`src/rtl/cpu_wb_pkg.sv`:
```
// Shared constants and request type for the write-back arbiter and scoreboard.
package cpu_wb_pkg;

  localparam int XLEN = 32;
  localparam int RAW  = 5;
  localparam int NREG = 1 << RAW;

  typedef struct packed {
    logic            vld;
    logic [RAW-1:0]  rd;
    logic [XLEN-1:0] data;
  } wb_req_t;

endpackage

```
`src/rtl/cpu_wb_scoreboard.sv`:
```
// Pending-destination scoreboard: set on issue, cleared on register-file write.
module cpu_wb_scoreboard
  import cpu_wb_pkg::*;
#(
  parameter int RAW = cpu_wb_pkg::RAW
) (
  input  logic           clk,
  input  logic           rst,
  input  logic           iss_en,
  input  logic [RAW-1:0] iss_rd,
  output logic           iss_ok,
  input  logic [RAW-1:0] rs1,
  input  logic [RAW-1:0] rs2,
  output logic           busy1,
  output logic           busy2,
  input  logic           wr_en,
  input  logic [RAW-1:0] rd
);

  localparam int N = 1 << RAW;

  logic [N-1:0] pending;
  logic [N-1:0] pending_nxt;

  // Clear is applied before set so a same-cycle set on the same register wins.
  always_comb begin
    pending_nxt = pending;
    if (wr_en)
      pending_nxt[rd] = 1'b0;
    if (iss_en && (iss_rd != '0))
      pending_nxt[iss_rd] = 1'b1;
    pending_nxt[0] = 1'b0;
  end

  always_ff @(posedge clk) begin
    if (rst)
      pending <= '0;
    else
      pending <= pending_nxt;
  end

  assign busy1  = pending[rs1] && (rs1 != '0);
  assign busy2  = pending[rs2] && (rs2 != '0);
  assign iss_ok = !(pending[iss_rd] && (iss_rd != '0));

endmodule

```
`src/rtl/cpu_wb_arb.sv`:
```
// Write-back arbiter: round-robin merge of ALU and LSU results onto the
// register-file write port, plus commit counter and hazard scoreboard.
module cpu_wb_arb
  import cpu_wb_pkg::*;
#(
  parameter int XLEN = cpu_wb_pkg::XLEN,
  parameter int RAW  = cpu_wb_pkg::RAW
) (
  input  logic            clk,
  input  logic            rst,
  input  logic            iss_en,
  input  logic [RAW-1:0]  iss_rd,
  output logic            iss_ok,
  input  logic [RAW-1:0]  rs1,
  input  logic [RAW-1:0]  rs2,
  output logic            busy1,
  output logic            busy2,
  input  logic            alu_vld,
  output logic            alu_rdy,
  input  logic [RAW-1:0]  alu_rd,
  input  logic [XLEN-1:0] alu_data,
  input  logic            lsu_vld,
  output logic            lsu_rdy,
  input  logic [RAW-1:0]  lsu_rd,
  input  logic [XLEN-1:0] lsu_data,
  output logic            wr_en,
  output logic [RAW-1:0]  rd,
  output logic [XLEN-1:0] data_rd,
  output logic [31:0]     wb_cnt
);

  wb_req_t alu_req;
  wb_req_t lsu_req;
  wb_req_t gnt_req;
  logic    last;
  logic    xfer;

  assign alu_req = '{vld: alu_vld, rd: alu_rd, data: alu_data};
  assign lsu_req = '{vld: lsu_vld, rd: lsu_rd, data: lsu_data};

  // last: 0 = ALU granted last, 1 = LSU granted last.
  always_comb begin
    alu_rdy = 1'b0;
    lsu_rdy = 1'b0;
    gnt_req = '0;
    if (!rst) begin
      if (alu_req.vld && (!lsu_req.vld || last)) begin
        alu_rdy = 1'b1;
        gnt_req = alu_req;
      end else if (lsu_req.vld) begin
        lsu_rdy = 1'b1;
        gnt_req = lsu_req;
      end
    end
  end

  assign xfer = alu_rdy || lsu_rdy;

  always_ff @(posedge clk) begin
    if (rst) begin
      wr_en   <= 1'b0;
      rd      <= '0;
      data_rd <= '0;
      last    <= 1'b1;
      wb_cnt  <= '0;
    end else begin
      wr_en <= 1'b0;
      if (xfer) begin
        // x0 destinations are consumed but never reach the register file.
        wr_en   <= (gnt_req.rd != '0);
        rd      <= gnt_req.rd;
        data_rd <= gnt_req.data;
        last    <= lsu_rdy;
      end
      if (wr_en)
        wb_cnt <= wb_cnt + 32'd1;
    end
  end

  cpu_wb_scoreboard #(.RAW(RAW)) u_sb (
    .clk    (clk),
    .rst    (rst),
    .iss_en (iss_en),
    .iss_rd (iss_rd),
    .iss_ok (iss_ok),
    .rs1    (rs1),
    .rs2    (rs2),
    .busy1  (busy1),
    .busy2  (busy2),
    .wr_en  (wr_en),
    .rd     (rd)
  );

endmodule
```
`config.mk`:
```
export PLATFORM = sky130hd
export DESIGN_NAME = cpu_wb_arb
export DESIGN_NICKNAME = d
export VERILOG_FILES = /design/src/rtl/cpu_wb_pkg.sv /design/src/rtl/cpu_wb_scoreboard.sv /design/src/rtl/cpu_wb_arb.sv
export SDC_FILE = /design/constraint.sdc
export NUM_CORES = 1
export LEC_CHECK = 0
export ABC_AREA = 0
export BUFFER_PORTS_ARGS = -buffer_cell sky130_fd_sc_hd__clkbuf_2
export CAP_MARGIN = 10
export CORE_ASPECT_RATIO = 1.2
export CORE_MARGIN = 5
export CORE_UTILIZATION = 50
export CTS_BUF_LIST = sky130_fd_sc_hd__clkbuf_8 sky130_fd_sc_hd__clkbuf_16
export DETAILED_ROUTE_END_ITERATION = 10
export PLACE_DENSITY = 0.78
export SYNTH_ARGS = -nofsm -noshare
export SYNTH_HDL_FRONTEND = slang
export SYNTH_HIERARCHICAL = 1
export SYNTH_SLANG_ARGS = --single-unit
export TNS_END_PERCENT = 10
```
`constraint.sdc`:
```
create_clock -name clk -period 5.15 [get_ports clk]
set_input_delay 0.7725 -clock clk [delete_from_list [all_inputs] [get_ports clk]]
set_output_delay 0.7725 -clock clk [all_outputs]
set_load 0.01 [all_outputs]
```
## After elaboration in Yosys (flattened, before gate mapping)

Index checks and enable logic that the tools add are counted.

| cells by class | value |
|---|---|
| add/sub/neg operators | 1 |
| magnitude comparators | 6 |
| mux-type cells | 20 |
| bitwise operators | 4 |
| reductions and logical operators | 16 |

Operators by type and width:

| kind | count |
|---|---|
| 2-to-1 mux 37 bit | 3 |
| 2-to-1 mux 32 bit | 2 |
| adder 32 x 1 -> 32 bit, second input constant | 1 |
| bitwise AND 32 bit | 1 |
| inverter 32 bit | 1 |
| bitwise OR 32 bit | 1 |
| < comparator 5 x 6 -> 1 bit, second input constant | 4 |
| nonzero test 5 bit | 4 |
| binary-select mux 1 bit (select 5 bit) | 3 |
| demux 1 bit (select 5 bit) | 2 |
| greater-or-equal comparator 5 x 1 -> 1 bit, second input constant | 2 |
| 2-to-1 mux 1 bit | 10 |
| logical AND 1 bit | 7 |
| logical NOT 1 bit | 2 |
| logical OR 1 bit | 2 |
| OR reduction 2 bit | 1 |
| inverter 1 bit | 1 |

| storage, ports and cells | value |
|---|---|
| bits in registers | 103 |
| input port bits | 94 |
| word-level logic and storage cells | 54 |

## Depth between registers and ports, before layout

| depth | value |
|---|---|
| depth in word-level cells | 9 |
| depth in mapped cells | 7 |
| gate-level depth less buffers | 5 |

## By module

The synthesis kept the hierarchy.

Modules (own cells, without submodules):

| module | times used | cells each | area an instance (um2) | seq. area each (um2) |
|---|---|---|---|---|
| cpu_wb_arb | 1 | 361 | 3255.6 | 1421.4 |
| cpu_wb_scoreboard | 1 | 241 | 2158.3 | 620.6 |

## Worst setup path before layout

Ideal clock, no wire load.

| timing | value |
|---|---|
| path kind | input to output |
| start point | in iss_rd[1] |
| end point | out iss_ok |
| arrival | 2063 ps |
| required time | 4378 ps |
| slack | 2314 ps |
| cell stages on the path | 4 |
| path through | clkbuf_1 mux4_2 a311o_1 a21oi_1 |

| between the ends | value |
|---|---|
| cells in the longest elaborated chain, start to end | 4 |
| elaborated cells between the ends (all ways) | 5 |
| classes of those cells | mux (2); reduce/logical (3) |

RTL lines:

| what | RTL line | RTL |
|---|---|---|
| start: declaration | cpu_wb_arb.sv:12 | `input logic [RAW-1:0] iss_rd,` |
| binary-select mux 1 bit (select 5 bit) | cpu_wb_scoreboard.sv:44 | `assign iss_ok = !(pending[iss_rd] && (iss_rd != '0));` |
| 2-to-1 mux 1 bit (not written as such) | cpu_wb_scoreboard.sv:44 |  |
| logical AND 1 bit * | cpu_wb_scoreboard.sv:44 |  |
| logical NOT 1 bit * | cpu_wb_scoreboard.sv:44 |  |
| end: declaration | cpu_wb_arb.sv:13 | `output logic iss_ok,` |

Mark *: on every way between the ends. The rest lies on a longest branch, timed or not. The select of a mux whose other input is x is not followed.

## Final worst setup path

| timing | value |
|---|---|
| start point | in lsu_vld |
| end point | out lsu_rdy |

| between the ends | value |
|---|---|
| cells in the longest elaborated chain, start to end | 5 |
| elaborated cells between the ends (all ways) | 6 |
| classes of those cells | mux (3); reduce/logical (3) |

RTL lines:

| what | RTL line | RTL |
|---|---|---|
| start: declaration | cpu_wb_arb.sv:22 | `input logic lsu_vld,` |
| logical NOT 1 bit | cpu_wb_arb.sv:47 | `if (alu_req.vld && (!lsu_req.vld \|\| last)) begin` |
| logical OR 1 bit | cpu_wb_arb.sv:47 |  |
| logical AND 1 bit | cpu_wb_arb.sv:47 |  |
| 2-to-1 mux 1 bit * | cpu_wb_arb.sv:47 |  |
| 2-to-1 mux 1 bit * | cpu_wb_arb.sv:46 | `if (!rst) begin` |
| end: declaration | cpu_wb_arb.sv:23 | `output logic lsu_rdy,` |

Mark *: on every way between the ends. The rest lies on a longest branch, timed or not.

==> results.tsv <==
stage	metric	value	unit
outcome	run status	finished clean	
critical_path	Setup crit end kind	primary output	
logic_synthesis	largest family of logic cells by synthesized area	simple AND/OR/NAND/NOR gates	
drt	drt wl/cell	17.8	um
clocking	Clock transition at path regs	0.07	ns
sta	period utilization	66.1	%
cells_and_area	Nets	830	
die	Initial Utilization	51.2	%
sta	Final TNS setup	0	ns
power	Sw Pwr	0.453	mW
clocking	Num CTS Buffers	9	
critical_path	WP data arrival	2.63	ns
power	register share of total power	47.1	%
sta	Max Fclk	0.294	GHz
critical_path	CP Class	primary input to primary output	
logic_synthesis	Yosys reg bits	102	
drt	total number of vias	5265	
logic_synthesis	compound-cell area share of the yosys netlist	19.0	%
drt	ANT nets after route	0	
logic_synthesis	EDFF count, synth	0	
power	logic gate share of total power	13.5	%
logic_synthesis	synthesized area	0.00541	mm^2
clocking	Resize count post-CTS	0	
cells_and_area	Finished Cell Area	0.00652	mm^2
sta	Layout Skew	0.00433	ns
logic_synthesis	mux cell area share after synthesis	17.1	%
placement	HPWL after DPL	11500	um
clocking	htree depth	3	
logic_synthesis	yosys warns	6	
logic_synthesis	syn nets	697	
cells_and_area	# diodes	0	
grt	aggregate global-route resource usage	23.6	%
clocking	CTS max path bufs	2	
die	row count	41	
drt	1st-iter DRT viols	340	
logic_synthesis	post-synthesis adder-cell area fraction	0.231	%
logic_synthesis	distinct cell type count after synthesis	59	
clocking	Worst-Skew Late Latency	0.34	ns
logic_synthesis	Cells after Synth	602	
logic_synthesis	Synth Area per Inst	8.99	um^2
drt	Initial DRT Pass Iterations	4	
logic_synthesis	post-synthesis simple-gate area fraction	19.3	%
grt	met2 GRT Util	41.6	%
die	Std-Cell Core Area	0.0106	mm^2
sta	final hold violations	0	
cells_and_area	area delta synth->final	20.5	%
logic_synthesis	ys async rst share	0	%
clocking	post-CTS setup buffer count	0	
grt	initial antenna violation count	0	
power	final total power	1.81	mW
placement	post-placement setup slack	1.77	ns
clocking	clock sink count	102	
power	Cell Pwr Density	277	mW/mm^2
drt	number of remaining DRC errors	0	
sta	slew margin rel.	29.3	%
placement	IO Port Bufs	168	
cells_and_area	ratio of cells with drive above 1 in the final layout	30.0	%
placement	gpl congestion	0.911	
sta	setup ws final	1.75	ns
drt	Post-Route WL	15500	um
logic_synthesis	Post-Synth XOR/XNOR Area	1.78	%
sta	final setup vio count	0	
grt	GRT overflow	0	
clocking	CTS tree	done	
grt	global-route wire length before repair	25100	um
cells_and_area	final core occ	61.7	%
power	Lkg Pwr	2.69	nW
power	clock share of power	39.3	%
clocking	hold-fix buffers at CTS	0	
drt	Avg Vias per Cell	6.06	
critical_path	startpoint types	primary input	
die	die width	105	um
sta	Worst Tran Pin Value	1.06	ns
die	io pins	169	
critical_path	worst-path maximum fanout	66	
grt	Most Used Layer, Global Route	met2	
grt	met1 Usage GRT	27.8	%
sta	crit path time final	3.40	ns
clocking	clock root buffer	clkbuf_16	
power	internal cell power	1.36	mW
sta	max-slew violations	0	
die	Chip Height	124	um
sta	unrepaired setup endpoints after global routing	false	
run	max cap viols	0	
power	switch share	25.1	%
grt	pin count of the biggest net entering global routing	109	
die	Die ar.	0.0130	mm^2
power	Max rail drop VDD	164	uV
critical_path	Crit path required time	4.38	ns
logic_synthesis	Seq/Total Area, Yosys	37.7	%
worst_hold_path	worst hold path class	flip-flop to flip-flop	
placement	placed cell areas	0.00620	mm^2
grt	vias in the first global route	5099	
grt	grt met3 use	5.70	%
logic_synthesis	Most used DFF post-synth	dfxtp_1	
## sequential cells by signal, indices dropped and copies added, names as in the netlist
register      cells
data_rd          32
last              1
rd                5
u_sb/pending     31
wb_cnt           32
wr_en             1
## cells by family after synthesis
kind of cell    after synthesis
xor+xnor                     11
fa+ha+maj                     1
simple gates                199
flops                       102
buf+inv                      55
mux                          69
compound gates              165
## path summary, 6_finish.rpt
check,from,endpoint,slack [ns],cells after the start
setup / recovery,lsu_vld,lsu_rdy,1.75,7
hold / removal,wb_cnt[23]$_SDFFE_PP0P_,wb_cnt[23]$_SDFFE_PP0P_,0.50,2
setup reg to reg,wb_cnt[5]$_SDFFE_PP0P_,wb_cnt[28]$_SDFFE_PP0P_,2.86,4
hold reg to reg,wb_cnt[23]$_SDFFE_PP0P_,wb_cnt[23]$_SDFFE_PP0P_,0.50,2
## through the flow
step                      instances  hold slack (ns)
after floorplan                 602            0.464
after global placement          853            0.473
after detailed placement        853            0.491
after CTS                       869            0.500
after global routing            869            0.539
final                           869            0.502
## metal layers
layer	part of all wire (%)	wire length, um
met1	39	6030
met2	50	7820
met3	8.8	1370
met4	1.8	272
met5	0	0
## worst max-delay path, cell delays in order
cell,delay (ns)
clkbuf_2,0.07
buf_4,0.49
nand2b_1,0.28
nand2_2,0.13
buf_4,0.50
and3_1,0.23
clkbuf_2,0.13
## power groups by stage
stage               Sequential [mW]  Clock, mW  Combinational (mW)
CTS                           0.852      0.724               0.246
finish                        0.852      0.712               0.245
global route                  0.856      0.759               0.270
floorplan                     0.875          0               0.139
global placement              0.868          0               0.237
detailed placement            0.869          0               0.245
## layout make-up
type                            count  area [um^2]
Tap cell                          129          161
Multi-Input combinational cell    445         3110
Inverter                            7         26.3
Clock inverter                      3         40.0
Fill cell                         914         4050
Clock buffer                       13          280
Sequential cell                   102         2040
Timing Repair Buffer              170          858
## cell usage after synthesis, drive strengths merged (2+ instances only)
cell type	number	area share, %
a211o	2	0.32
a211oi	36	5.2
a21oi	55	5.1
a22o	2	0.32
a22oi	2	0.28
a31oi	5	0.58
a41oi	2	0.32
and2	5	0.58
and3	6	0.69
and4	5	0.81
buf	22	2.4
clkbuf	26	1.9
dfxtp	102	38
inv	7	0.49
mux2	10	2.1
mux2i	42	7.8
mux4	17	7.2
nand2	46	3.2
nand2b	3	0.35
nand3	22	2.0
nand3b	5	0.69
nand4	10	1.3
nor2	55	3.8
nor2b	9	1.3
nor3	3	0.28
nor3b	4	0.55
nor4	5	0.81
o211ai	7	0.97
o21ai	37	3.4
o31a	2	0.35
o31ai	9	1.2
or3	7	0.81
or3b	2	0.32
or4	8	1.1
or4b	2	0.44
xnor2	4	0.65
xor2	7	1.1
## cells in the final DEF, fill, tap and decap left out, drive strengths merged, types with 4 or more instances in the layout
cell type,Yosys,layout
o211ai,7,7
mux2,10,10
clkbuf,26,180
and3,6,6
or4,8,8
and2,5,5
xnor2,4,4
mux2i,42,42
mux4,17,17
inv,7,7
a211oi,36,36
dfxtp,102,102
nor4,5,5
nor3b,4,4
or3,7,7
and4,5,5
nand2,46,46
nor2b,9,9
xor2,7,7
o21ai,37,37
nand3,22,22
a21oi,55,55
o31ai,9,9
nor2,55,55
nand3b,5,5
a31oi,5,5
nand4,10,10
Power figures use the tool's default switching activity.
